**config.mk**
```make
export PLATFORM = sky130hd
export DESIGN_NAME = row_normalize
export DESIGN_NICKNAME = d
export VERILOG_FILES = /design/src/rtl/row_normalize.sv
export SDC_FILE = /design/constraint.sdc
export NUM_CORES = 1
export LEC_CHECK = 0
export CORE_ASPECT_RATIO = 1.2
export CORE_UTILIZATION = 25
export CTS_CLUSTER_SIZE = 12
export DETAILED_ROUTE_END_ITERATION = 10
export SETUP_SLACK_MARGIN = 0.5
export SLEW_MARGIN = 10
export SYNTH_ARGS = -nofsm -noshare
export SYNTH_HDL_FRONTEND = slang
export SYNTH_SLANG_ARGS = --single-unit
```
**constraint.sdc**
```tcl
create_clock -name clk -period 8.06 [get_ports clk]
set_input_delay 1.209 -clock clk [delete_from_list [all_inputs] [get_ports clk]]
set_output_delay 1.209 -clock clk [all_outputs]
set_load 0.02 [all_outputs]
```
**src/rtl/row_normalize.sv**
```systemverilog
// Gauss-Jordan pivot-row normalizer: scales each element of a row by the latched
// pivot reciprocal (signed fixed point) with round-half-up and saturation.
module row_normalize #(
    parameter int SIZE = 16,
    parameter int FRAC = 12,
    parameter int N    = 4,
    parameter int CW   = 3
) (
    input  logic                   clk,
    input  logic                   rst,
    input  logic                   inv_valid,
    input  logic signed [SIZE-1:0] inv_in,
    input  logic                   in_valid,
    input  logic signed [SIZE-1:0] in_data,
    output logic                   in_ready,
    output logic                   out_valid,
    output logic [SIZE-1:0]        out_data,
    output logic                   out_last,
    input  logic                   out_ready,
    output logic                   busy,
    output logic                   row_done,
    output logic                   sat
);

    typedef enum logic [1:0] {IDLE, SCALE, DRAIN} state_t;

    localparam int PW = 2 * SIZE + 1;
    localparam logic signed [PW-1:0] HALF    = {{(PW-1){1'b0}}, 1'b1} << (FRAC - 1);
    localparam logic signed [PW-1:0] MAX_VAL = {{(PW-SIZE+1){1'b0}}, {(SIZE-1){1'b1}}};
    localparam logic signed [PW-1:0] MIN_VAL = {{(PW-SIZE+1){1'b1}}, {(SIZE-1){1'b0}}};

    state_t                 state;
    logic [CW-1:0]          counter;
    logic signed [SIZE-1:0] inv_reg;
    logic signed [PW-1:0]   product;
    logic signed [PW-1:0]   rounded;
    logic signed [PW-1:0]   shifted;
    logic [SIZE-1:0]        scaled;
    logic                   scaled_sat;
    logic                   in_hs;
    logic                   out_hs;
    logic                   last_elem;

    assign in_ready  = (state == SCALE) && (!out_valid || out_ready);
    assign in_hs     = in_valid && in_ready;
    assign out_hs    = out_valid && out_ready;
    assign busy      = (state != IDLE);
    assign last_elem = (counter == CW'(N - 1));

    // Full-width product keeps the rounding add and the arithmetic shift overflow-free.
    assign product = in_data * inv_reg;
    assign rounded = product + HALF;
    assign shifted = rounded >>> FRAC;

    always_comb begin
        scaled_sat = 1'b0;
        scaled     = shifted[SIZE-1:0];
        if (shifted > MAX_VAL) begin
            scaled     = MAX_VAL[SIZE-1:0];
            scaled_sat = 1'b1;
        end else if (shifted < MIN_VAL) begin
            scaled     = MIN_VAL[SIZE-1:0];
            scaled_sat = 1'b1;
        end
    end

    always_ff @(posedge clk or posedge rst) begin
        if (rst) begin
            state     <= IDLE;
            counter   <= '0;
            inv_reg   <= '0;
            out_valid <= 1'b0;
            out_data  <= '0;
            out_last  <= 1'b0;
            row_done  <= 1'b0;
            sat       <= 1'b0;
        end else begin
            row_done <= 1'b0;
            case (state)
                IDLE: begin
                    if (inv_valid) begin
                        inv_reg <= inv_in;
                        counter <= '0;
                        sat     <= 1'b0;
                        state   <= SCALE;
                    end
                end
                SCALE: begin
                    // A new element may replace the one being taken downstream in the same cycle.
                    if (in_hs) begin
                        out_data  <= scaled;
                        out_valid <= 1'b1;
                        out_last  <= last_elem;
                        counter   <= counter + 1'b1;
                        if (scaled_sat) begin
                            sat <= 1'b1;
                        end
                        if (last_elem) begin
                            state <= DRAIN;
                        end
                    end else if (out_hs) begin
                        out_valid <= 1'b0;
                        out_last  <= 1'b0;
                    end
                end
                DRAIN: begin
                    if (out_hs) begin
                        out_valid <= 1'b0;
                        out_last  <= 1'b0;
                        row_done  <= 1'b1;
                        state     <= IDLE;
                    end
                end
                default: state <= IDLE;
            endcase
        end
    end

endmodule

```
# Word-level counts from Yosys, hierarchy flattened
# Index checks and enable logic that the tools add are counted.
[word_totals]
register_bits = 41
in_bits = 37
output_inout_bits = 22
word_cells = 59
[op_classes]
n_mul = 1
addsub = 2
eq_ne = 8
order_cmp = 2
muxes = 24
n_reduce_logical = 14
[ops]
columns = ["op", "count"]
rows = [
  ["$add A32 B13 Y33 const B", 1],
  ["$mul A16 B16 Y32", 1],
  ["$mux W16", 2],
  ["$gt A21 B16 Y1 const B", 1],
  ["$lt A21 B16 Y1 const B", 1],
  ["$mux W1", 11],
  ["$ne A2 B2 Y1 const B", 5],
  ["$mux W2", 4],
  ["$reduce_and A4 Y1", 2],
  ["$mux W3", 2],
  ["$pmux W1 S2", 3],
  ["$pmux W2 S3", 1],
  ["$pmux W3 S2", 1],
  ["$reduce_bool A2 Y1", 3],
  ["$reduce_and A2 Y1", 2],
  ["$add A3 B1 Y3 const B", 1],
  ["$eq A3 B2 Y1 const B", 1],
  ["$logic_and A1 B1 Y1", 3],
  ["$reduce_and A3 Y1", 1],
  ["$eq A2 B1 Y1 const B", 1],
  ["$eq A2 B2 Y1 const B", 1],
  ["$logic_not A2 Y1", 1],
  ["$logic_not A1 Y1", 1],
  ["$logic_or A1 B1 Y1", 1],
]

# Depth between registers and ports, before layout
# Gate-level depths: netlist of run 1.
[logic_depth]
word_depth = 8
mapped_depth = 27
ltp_nobuf = 24

# Least setup slack after synthesis of run 1
# No wires, ideal clock.
[synth_timing]
path_kind = "input -> register"
from = "input port in_data[15]"
to = "register out_data[7]"
slack_ns = 0.395
required_time_ns = 7.993
n_path_buf = 3
stages = 25
arrival_time_ns = 7.597
setup_time_ns = 0.067
cell_sequence = "clkbuf_1 -> nand2_1 -> inv_1 -> fa_1 -> inv_1 -> fa_1 -> inv_1 -> fa_1 -> fa_1 -> inv_1 -> fa_1 -> inv_1 -> fa_1 -> ha_1 -> clkbuf_1 -> nand4_1 -> nor4_1 -> nand3_1 -> o211ai_2 -> a221oi_1 -> xnor2_1 -> nor2_1 -> nand2b_1 -> buf_4 -> o221a_1"
[synth_between]
elab_chain_len = 5
word_cells_on_any_way = 6
cone_classes = "add/sub (1); mul (1); order compare (2); mux (2)"
[synth_lines]
columns = ["item", "line", "text"]
rows = [
  ["start, declared", "14", "input logic signed [SIZE-1:0] in_data,"],
  ["$mul A16 B16 Y32 *", "51", "assign product = in_data * inv_reg;"],
  ["$add A32 B13 Y33 *", "52", "assign rounded = product + HALF;"],
  ["$lt A21 B16 Y1", "61", "end else if (shifted < MIN_VAL) begin"],
  ["$mux W16", "61", ""],
  ["$mux W16 *", "58", "if (shifted > MAX_VAL) begin"],
  ["end signal, assigned", "91", "out_data <= scaled;"],
  ["end, declared", "17", "output logic [SIZE-1:0] out_data,"],
]
# Every way passes the cells marked *; elsewhere a longest branch is shown, timed or not.
# A chain may end at the register's enable or synchronous reset.

# Worst setup path in the final report of run 1
[layout_timing]
from = "input port in_data[15]"
to = "register out_data[12]"
# Same word-level chain as after synthesis.

==> qor.yml, run 1 <==
outcome:
  status: "completed"
synthesis:
  avgSynthCellArea_um2: 9.278
  ys_types: 57
  synthCells: 1273
  yosysWarnings: 0
  ys_ff_latch: 41
  seq_area_frac_synth: 0.08686
  async_flop_share: 1.000
  syn-num-nets: 1660
  synthesis.area_um2: 11810
  synth_ff_type: "dfrtp_1"
  synth-edff-count: 0
cts:
  root_buffer: "clkbuf_16"
  cts_tree: "done"
  clk-insertion-delay-late_ns: 0.29
  htree_levels: 2
  clk_path_buf_depth: 2
  cts_buffers: 5
  path_clk_slew_ns: 0.06
  ctsHoldBuffers: 0
  cts_sinks: 41
layout:
  syn_to_final_growth_pct: 19.52
  n_antenna_cell: 0
  seq_area_um2: 1026
  nets: 1746
  drive_gt1_frac: 0.1110
  final_cells: 1976
  multiInputGateArea_um2: 9702
  fin_util: 0.3051
  fill_cells: 4877
die:
  core-area_um2: 46270
  dieWidth_um: 200.4
  rows: 86
  io_pins: 59
  initial_utilization: 0.2553
  dieArea_um2: 48120
  die_h_um: 240.1
setup_path:
  worst_path_max_delay_cell: "fa_2"
  crit_buf_inv: 8
  endpoint_kind: "flop"
  cp_max_fo: 14
  crit_top_cell: "inv_1"
  crit_arrival_ns: 7.58
  required_ns: 8.29
  crit_family: "adder cells"
  path_class: "input pin to flop"
  crit_path_start_kind: "input pin"
  critPathMaxStageDelay_ns: 0.59
worst_hold_path:
  hold_path.class: "flop to flop"
placement:
  place_congestion: 0.8819
  pre_cts_ws_ns: -0.2297
  placed_cells: 1945
  hpwl_um: 24610
  io_buffers: 58
timing:
  max_freq_mhz: 136.0
  rsz0062_at_grt: "no"
  finalCriticalPeriod_ns: 7.350
  post-route-worst-setup-slack_ns: 0.7097
  finalHoldViolations: 0
  setup_violations: 0
  drv_slew: 0
  final.period_utilization: 0.9120
  clock_skew_ns: 0.002490
  tightest_slew_ns: 0.9317
  relSlewSlack: 0.3774
route:
  final_antenna_net_count: 0
  wl_um: 29780
  vias: 8716
  wl_per_cell_um: 15.07
  remaining_drc_errors: 0
  firstDrtPassIters: 4
  first_iter_violations: 359
  vias_per_cell: 4.411
grt:
  grt_usage: 0.1282
  antenna_found_initial: 1
  grt_pass1_wl_um: 49290
  grt_max_degree: 42
  gr-total-overflow: 0
  grt_pass1_vias: 9973
job:
  maxCapViolations: 0
final timing paths:
| kind | slack, ns | startpoint | end | cells past startpoint |
|---|---|---|---|---|
| max reg2reg | 0.99 | inv_reg[5] | out_data[12] | 23 |
| max in group asynchronous | 6.05 | rst | inv_reg[12] | 2 |
| min reg2reg | 0.50 | out_last | out_last | 1 |
| max | 0.71 | in_data[15] | out_data[12] | 25 |
| min | 0.50 | out_last | out_last | 1 |
| min in group asynchronous | 1.44 | rst | inv_reg[1] | 2 |
layout by cell type, fill, tap and decap left out, drive strengths merged, types with 33 or more instances in the layout:
| cell type | synthesis | routed |
|---|---|---|
| inv | 323 | 323 |
| fa | 267 | 267 |
| nand2 | 156 | 157 |
| and2 | 121 | 121 |
| ha | 83 | 83 |
| buf | 3 | 66 |
| clkdlybuf4s50 | 0 | 42 |
| dfrtp | 41 | 41 |
| a21oi | 34 | 34 |
| nor2 | 33 | 33 |
metrics by stage:
step	cell area, um2	setup TNS (ns)	hold WS (ns)
detailed placement	13380	-2.994	0.4890
global route	14120	0	0.5293
floorplan	11820	0	0.4569
finish	14120	0	0.4965
CTS	13710	0	0.5038
global placement	13380	-0.2599	0.4685
synthesized netlist by cell type (2+ instances only):
cell	count	area (um2)
nor4_1	3	18.77
a221oi_1	2	17.52
xor2_1	6	52.55
nand2_1	155	581.8
a21boi_0	2	15.01
xnor2_1	22	192.7
clkbuf_1	44	165.2
and2_1	121	757.0
a21o_1	6	45.04
ha_1	83	1039
o21ai_0	19	95.09
dfrtp_1	41	1026
mux2_2	17	191.4
o21a_1	5	37.54
inv_1	323	1212
nand2b_1	5	31.28
fa_1	267	5345
o211ai_1	5	37.54
a31oi_1	4	25.02
o221a_2	2	22.52
o31ai_1	2	15.01
nand4_1	7	43.79
nor3_1	6	30.03
and3_1	3	18.77
a21oi_1	34	170.2
nand3_1	8	40.04
nor2_1	33	123.9
a211oi_1	3	22.52
o21ai_1	3	15.01
nor2b_1	2	12.51
o221a_1	12	135.1
mux2i_1	3	30.03
cell type report:
type                       instances  area share
clock buffer                       5    0.008863
multi-input combinational        863      0.6872
clock inverter                     3    0.004875
tap                              616     0.05460
inverter                         323     0.08615
sequential                        41     0.07268
timing repair buffer             125     0.08562
layer usage:
layer  part of all wire  track usage  up-vias
met3              0.026      0.01206       50
met1               0.41       0.1486     4554
met2               0.54       0.2494      151
met4              0.023      0.03354        0
met5                  0            0        -
li1                   -            -     3961
repair_timing:
| action | CTS | global route |
|---|---|---|
| setup endpoints to repair | 17 | 16 |
| gates cloned | 1 | 4 |
| hold endpoints to repair | 0 | 0 |
| gates resized for setup | 27 | 66 |
| pin swaps | 5 | 31 |
| buffers inserted | 3 | 15 |
kinds of logic (layout without fill, tap and decap cells):
kind of cell             after synthesis  in the layout  synth area share
AO/OA/AOI/OAI                        113            113           0.06843
flip-flops                            41             41           0.08686
AND/OR/NAND/NOR                      351            352            0.1462
multiplexers                          20             20           0.01875
buffers and inverters                370            456            0.1185
adder cells (fa/ha/maj)              350            350            0.5405
XOR/XNOR                              28             28           0.02076
worst register-to-register path: cells and delay by family (launching register included):
| kind | cells | cell delay, ns |
|---|---|---|
| AND/OR/NAND/NOR | 7 | 1.52 |
| flip-flops | 1 | 0.80 |
| AO/OA/AOI/OAI | 2 | 0.53 |
| adder cells (fa/ha/maj) | 7 | 3.38 |
| buffers and inverters | 6 | 0.61 |
| XOR/XNOR | 1 | 0.18 |
Power of run 1 is not shown: default switching activity piles up to over one toggle a cycle in this logic, so the estimate is an artifact.
==> run 2, diff against run 1 <==
TNS_END_PERCENT = 50   (was not set)
==> results of run 2 <==
Final layout, timing and power as in run 1 (identical DEF).
Power of run 2 is left out for the same reason.
==> patch (config.mk and constraints of run 1) <==
Set the parameter `SIZE` to 8 (it was 16).
--- a/src/rtl/row_normalize.sv
+++ b/src/rtl/row_normalize.sv
@@ -1,7 +1,7 @@
 // Gauss-Jordan pivot-row normalizer: scales each element of a row by the latched
 // pivot reciprocal (signed fixed point) with round-half-up and saturation.
 module row_normalize #(
-    parameter int SIZE = 16,
+    parameter int SIZE = 8,
     parameter int FRAC = 12,
     parameter int N    = 4,
     parameter int CW   = 3
Interface: changed (resized in_data, inv_in and out_data); port bits go from 59 to 35. No check against the original RTL was run, so the function may have changed too.
==> patch against run 1 <==
Routed wire length down 74%. Hold slack better by 0.011 ns. Worst setup slack better by 1.6 ns. Design area decreased by 71%. Sequential cell count fell by 18. Synthesized area shrank 70%. Critical path type unchanged.
Power is not shown: default switching activity piles up to over one toggle a cycle in this logic, so the estimate is an artifact.
==> patch: results <==
{
  "synth_area_leaders": "fa_1, dfrtp_1, ha_1, inv_1, and2_1",
  "hold-path-endpoint": "out_last",
  "met1_usage": 0.142,
  "avgSynthCellArea_sq_um": 9.76,
  "drt_pre_antenna_iters": 4,
  "cpPeakStageDelay_ns": 0.63,
  "numPortBuffers": 34,
  "synth_fa_ha_area_frac": 0.448,
  "routed-wl-met2_um": 4210,
  "dp_cells": 562,
  "first_iter_violations": 82,
  "grt_pass1_vias": 2942,
  "wl_met1_um": 3230,
  "cts-root-buf": "clkbuf_16",
  "ff2ff_setup_slack_ns": 3.27,
  "insertion_delay_ns": 0.25,
  "grt_usage": 0.116,
  "ys_types": 41,
  "endpoint": "out_data[7]",
  "clock_skew_ns": 0.00170,
  "status": "complete, no violations",
  "post_cts_buffers": 0,
  "muxShareOfSynthArea": 0.0431,
  "crit_path_max_fanout": 8,
  "cp-startpoint": "in_data[7]",
  "grt_pass1_wl_um": 14100,
  "antenna_found_initial": 0,
  "r2r_start": "inv_reg[7]",
  "synth_commonest_cells": "inv_1, fa_1, and2_1, ha_1, nand2_1",
  "cts-resized-gates": 0,
  "placed_area_sq_mm": 0.00406,
  "yosysSeqAreaShare": 0.162,
  "dr_wl_met3_um": 157,
  "htreeDepth": 1,
  "pre_cts_ws_ns": 2.00,
  "n_fill_cell": 1426,
  "vias": 2517,
  "drive_gt1_frac": 0.0405,
  "fin_crit_ns": 5.79,
  "gp_congestion": 0.786,
  "syn_nets": 476,
  "final_nets": 509,
  "grt_max_degree": 24,
  "critPathSlowestCell": "clkdlybuf4s50_1",
  "relSlewSlack": 0.408,
  "synth_compound_area_frac": 0.0865,
  "grt_use_met2": 0.226,
  "grt_util_met3": 0.00779,
  "critPathArrivalTime_ns": 5.94,
  "wl_per_cell_um": 13.5,
  "synth_xor_area_frac": 0.0173,
  "final_util": 0.300,
  "viasPerCell": 4.45,
  "timing.hold.ws_ns": 0.507,
  "r2r_cells": 13,
  "dp_hpwl_um": 6600
}
## patch: cell types whose count changed after synthesis, sizes merged, moves of 16 or more
cell / delta
nor2: -22
nand2: -132
xnor2: -17
a21oi: -28
and2: -85
fa: -209
clkbuf: -41
o21ai: -16
inv: -231
dfrtp: -18
ha: -49
## patch: area by class of cell
class,count,share of cell area
Sequential cell,23,0.139
Timing Repair Buffer,34,0.0822
Multi-Input combinational cell,242,0.625
Inverter,92,0.0834
Clock buffer,4,0.0190
Tap cell,171,0.0516
## patch: worst reg2reg max path, stage by stage, from the launching register on
cell	delay, ns
dfrtp_1	0.58
nor2b_1	0.30
fa_1	0.49
fa_1	0.53
fa_1	0.55
inv_1	0.05
fa_1	0.52
inv_1	0.04
ha_1	0.29
a21o_1	0.18
a221o_1	0.41
a31oi_1	0.33
o21ai_1	0.16
a211oi_1	0.25
